**config.mk**
```make
export PLATFORM = sky130hd
export DESIGN_NAME = fifo_counted
export DESIGN_NICKNAME = d
export VERILOG_FILES = /design/src/rtl/fifo_counted.sv
export SDC_FILE = /design/constraint.sdc
export NUM_CORES = 1
export LEC_CHECK = 0
export CORE_MARGIN = 4
export CORE_UTILIZATION = 55
export CTS_CLUSTER_SIZE = 28
export DETAILED_ROUTE_END_ITERATION = 10
export DONT_BUFFER_PORTS = 1
export GPL_TIMING_DRIVEN = 0
export PLACE_DENSITY_LB_ADDON = 0.05
export SLEW_MARGIN = 5
export SYNTH_ARGS = -nofsm -noshare
export SYNTH_HDL_FRONTEND = slang
export SYNTH_SLANG_ARGS = --single-unit
```
**constraint.sdc**
```tcl
create_clock -name clk_i -period 5.4 [get_ports clk_i]
set_input_delay 1.08 -clock clk_i [delete_from_list [all_inputs] [get_ports clk_i]]
set_output_delay 1.08 -clock clk_i [all_outputs]
set_load 0.01 [all_outputs]
```
**src/rtl/fifo_counted.sv**
```systemverilog
// Synchronous FIFO holding exactly depth_p entries (any depth >= 2) with occupancy
// count, almost-full/almost-empty thresholds, synchronous flush and sticky underflow.
module fifo_counted #(
  parameter int width_p        = 8,
  parameter int depth_p        = 128,
  parameter int almost_full_p  = depth_p - 2,
  parameter int almost_empty_p = 1
) (
  input  logic                             clk_i,
  input  logic                             reset_i,
  input  logic                             flush_i,
  output logic                             ready_o,
  input  logic                             valid_i,
  input  logic [width_p-1:0]               data_i,
  output logic                             valid_o,
  output logic [width_p-1:0]               data_o,
  input  logic                             yumi_i,
  output logic [$clog2(depth_p+1)-1:0]     count_o,
  output logic                             almost_full_o,
  output logic                             almost_empty_o,
  output logic                             underflow_o
);

  localparam int cnt_w_lp = $clog2(depth_p + 1);
  localparam int ptr_w_lp = $clog2(depth_p);

  localparam logic [cnt_w_lp-1:0] depth_cnt_lp = cnt_w_lp'(depth_p);
  localparam logic [cnt_w_lp-1:0] af_cnt_lp    = cnt_w_lp'(almost_full_p);
  localparam logic [cnt_w_lp-1:0] ae_cnt_lp    = cnt_w_lp'(almost_empty_p);
  localparam logic [ptr_w_lp-1:0] last_ptr_lp  = ptr_w_lp'(depth_p - 1);

  logic [width_p-1:0]  mem_q [depth_p];
  logic [ptr_w_lp-1:0] rd_ptr_q, rd_ptr_d;
  logic [ptr_w_lp-1:0] wr_ptr_q, wr_ptr_d;
  logic [cnt_w_lp-1:0] count_q, count_d;
  logic                underflow_q, underflow_d;
  logic                push, pop, mem_we;

  // All handshake flags decode from the count register alone.
  always_comb begin
    ready_o        = (count_q != depth_cnt_lp);
    valid_o        = (count_q != '0);
    almost_full_o  = (count_q >= af_cnt_lp);
    almost_empty_o = (count_q <= ae_cnt_lp);
    underflow_o    = underflow_q;
    count_o        = count_q;
    data_o         = mem_q[rd_ptr_q];
  end

  always_comb begin
    push   = valid_i & ready_o;
    pop    = yumi_i & valid_o;
    mem_we = push & ~flush_i & ~reset_i;

    rd_ptr_d    = rd_ptr_q;
    wr_ptr_d    = wr_ptr_q;
    count_d     = count_q;
    underflow_d = underflow_q;

    if (flush_i) begin
      rd_ptr_d = '0;
      wr_ptr_d = '0;
      count_d  = '0;
    end else begin
      if (yumi_i & ~valid_o)
        underflow_d = 1'b1;
      if (push)
        wr_ptr_d = (wr_ptr_q == last_ptr_lp) ? '0 : wr_ptr_q + ptr_w_lp'(1);
      if (pop)
        rd_ptr_d = (rd_ptr_q == last_ptr_lp) ? '0 : rd_ptr_q + ptr_w_lp'(1);
      unique case ({push, pop})
        2'b10:   count_d = count_q + cnt_w_lp'(1);
        2'b01:   count_d = count_q - cnt_w_lp'(1);
        default: count_d = count_q;
      endcase
    end
  end

  always_ff @(posedge clk_i) begin
    if (reset_i) begin
      rd_ptr_q    <= '0;
      wr_ptr_q    <= '0;
      count_q     <= '0;
      underflow_q <= 1'b0;
    end else begin
      rd_ptr_q    <= rd_ptr_d;
      wr_ptr_q    <= wr_ptr_d;
      count_q     <= count_d;
      underflow_q <= underflow_d;
    end
  end

  // Storage has no reset; contents are meaningful only while counted.
  always_ff @(posedge clk_i) begin
    if (mem_we)
      mem_q[wr_ptr_q] <= data_i;
  end

endmodule

```
==> results.json <==
{
  "setup_viol": 0,
  "wl_met1_um": 40400,
  "first_iter_violations": 1958,
  "hpwl_um": 61000,
  "max_freq_mhz": 189,
  "min_period_over_period": 0.978,
  "start_util": 0.558,
  "finish.cell_count_without_fillers": 2934,
  "setup.worst_path.end_class": "output pin",
  "placed_cells": 2741,
  "crit_end": "data_o[7]",
  "cts_tree": "yes",
  "final_area_um2": 45500,
  "nets": 1910,
  "final_hold_viol_count": 0,
  "crit_path_frequent_cell": "mux4_2",
  "vdd_drop_max_mv": 0.333,
  "status": "completed",
  "p_switching_mw": 3.20,
  "clkSinkCount": 1054,
  "fin_util": 0.620,
  "power.density_nw_per_um2": 362,
  "worst-r2r-cell-count": 8,
  "die_height_um": 281,
  "synth-seq-area-share": 0.767,
  "r2r_end": "mem_q[54][3]",
  "async_flop_share": 0,
  "reg2reg_from": "count_o[0]",
  "synth_common_cells": "1024 x edfxtp_1, 336 x mux4_2, 150 x nor2_1",
  "reg2reg_slack_ns": 0.84,
  "ctsHoldBuffers": 0,
  "clk_pin_slew_ns": 0.06,
  "regArea_um2": 31400,
  "die_x_um": 281,
  "synthesis.nets": 1802,
  "netlist_instances": 1782,
  "clock_power_share": 0.434,
  "routedWlPerCell_um": 33.1,
  "fill_cells": 5037,
  "rows": 99,
  "syn_area_per_cell_um2": 22.9,
  "synth-edff-count": 1024,
  "skew_ns": 0.0286,
  "drc": 0,
  "num_io_pins": 34,
  "route.vias.total": 18900,
  "clock_latency_ns": 0.65,
  "place_congestion": 0.821,
  "drive_gt1_frac": 0.277,
  "synth.distinct_cells": 46,
  "synth_area_um2": 40900,
  "grt_pass1_vias": 19100,
  "slowest_stage": "buf_1",
  "grt_max_degree": 129,
  "viasPerCell": 6.43,
  "cts_max_level": 3,
  "yosysMostFrequentCell": "edfxtp_1",
  "yosys.area.top_type": "edfxtp_1",
  "crit_required_ns": 4.32,
  "post_cts.repair.setup_buffers": 0,
  "max_stage_delay_ns": 0.78,
  "drtAntennaViolNets": 0,
  "firstDrtPassIters": 5,
  "cts_buffer_depth": 3,
  "crit_path_start_kind": "flop",
  "multi_input_area_um2": 9070,
  "wirelength_um": 97000,
  "met2_wirelength_um": 46700,
  "slew_viol_final": 0,
  "fp.dieArea_um2": 78800,
  "hp-class": "input pin to flop",
  "p_sw_frac": 0.194,
  "rsz0062_at_grt": "no",
  "leakagePower_nw": 13.4,
  "synth_ff_type": "edfxtp_1",
  "met3WireLength_um": 7450,
  "core_um2": 73300,
  "p_seq_frac": 0.546,
  "yosys_warnings": 0,
  "cts-buffers-inserted": 106,
  "crit_fanout": 10,
  "placed_area_um2": 42100,
  "period_minus_slack_ns": 5.28,
  "crit_chain": "clkbuf_2, buf_1, mux4_2, mux4_2, mux4_2, mux2_2",
  "fin_tns_setup_ns": 0,
  "synth.area.top_cells": "edfxtp_1 75%, mux4_2 19%, dfxtp_1 1.5%",
  "antenna_found_initial": 5,
  "grt-ovfl-total": 0,
  "slew-limit-headroom": 0.0607,
  "portBuffers": 0,
  "grt_usage": 0.253,
  "grt_pass1_wl_um": 140000,
  "critPathArrivalTime_ns": 4.20,
  "ys_ff_latch": 1054,
  "comb_power_share": 0.020,
  "netlist.area_leader.share": 0.752,
  "total_power_mw": 16.4,
  "intPower_mw": 13.3,
  "worstMarginPinSlew_ns": 1.41,
  "top_layer": "met5",
  "cap_viol_max_count": 0,
  "critPathKind": "flop to output pin",
  "cts-root-buf": "clkbuf_16",
  "area_growth_syn_to_layout_pct": 11.3
}
==> repair_timing <==
action	CTS	global route
cloned	0	0
endpoints found under the setup margin	8	4
gates resized for setup	6	6
==> layout make-up <==
type                            instances  share of cell area
Sequential cell                      1054               0.689
Multi-Input combinational cell        622               0.199
Clock buffer                          132              0.0637
Tap cell                              959              0.0264
Clock inverter                         60              0.0108
Buffer                                100              0.0101
Inverter                                6            0.000495
Antenna cell                            1           0.0000550
==> worst max-delay path: cells and delay by family (launching register included) <==
family	cells	cell delay (ns)
mux	4	1.84
buf+inv	2	1.27
flops	1	0.41
==> flip-flops by register name (all words and copies together) (netlist names), named ones only <==
signal       flops
underflow_o      1
mem_q         1024
wr_ptr_q         7
rd_ptr_q         7
count_o          8
==> through the flow <==
| stage | hold slack [ns] | setup WS [ns] |
|---|---|---|
| final | 0.488 | 0.117 |
| after global routing | 0.454 | 0.00246 |
| after CTS | 0.452 | 0.0251 |
| after detailed placement | 0.514 | 0.391 |
| after global placement | 0.504 | 0.371 |
| after floorplan | 0.471 | 1.63 |
==> worst min-delay path by stage <==
| stage | end | slack [ns] | depth (start not counted) | start |
|---|---|---|---|---|
| 2_1_floorplan | flop | 0.47 | 2 | rd_ptr_q[0] |
| 3_3_place_gp | rd_ptr_q[4] | 0.50 | 2 | rd_ptr_q[4] |
| 3_5_place_dp | rd_ptr_q[4] | 0.51 | 2 | rd_ptr_q[4] |
| 4_1_cts | underflow_o | 0.45 | 1 | reset_i |
| 5_1_grt | underflow_o | 0.45 | 1 | reset_i |
| 6_report | underflow_o | 0.49 | 1 | reset_i |
==> per-layer routing <==
metal  vias to the layer above  global-route usage
li1                       7780                   -
met5                         -                   0
met3                       136              0.0566
met1                     10200               0.372
met4                         2              0.0598
met2                       752               0.399
==> placed cells by master, fill, tap and decap left out, drive strengths merged, types with 2 or more instances in the layout <==
cell type  netlist  final
bufinv           0      7
dfxtp           30     30
clkinvlp         0      7
xor2             7      7
or4              5      5
clkbuf          55    188
o21ai           11     11
edfxtp        1024   1024
or3b             3      3
inv              6     10
clkinv           0     42
nand2           22     22
o2111ai          5      5
mux4           336    336
nor2b            3      3
o211ai           3      3
mux2             8      8
nand4b           2      2
buf             45     43
and2             2      2
nor2           150    150
and3             2      2
ha               7      7
xnor2            3      3
or4b             2      2
and4             3      3
or2              4      4
or3             10     10
a21oi           13     13
mux2i            2      2
nand3            5      5
==> power by group through the flow <==
stage | registers [mW] | logic [mW] | clock network, mW
detailed placement | 9.15 | 0.333 | 0
finish | 8.98 | 0.328 | 7.14
CTS | 8.98 | 0.334 | 7.23
floorplan | 9.15 | 0.233 | 0
global route | 8.97 | 0.350 | 7.61
global placement | 9.15 | 0.331 | 0
==> logic make-up after synthesis <==
kind of cell	count (synthesis)	share of synthesized area
AOI/OAI and AO/OA	37	0.00548
buffers and inverters	106	0.0113
and+or+nand+nor	222	0.0244
adders and majority gates	7	0.00214
DFF	1054	0.767
xor gates and xnor gates	10	0.00214
muxes	346	0.188
No activity file was read; power rests on OpenSTA's default activity.
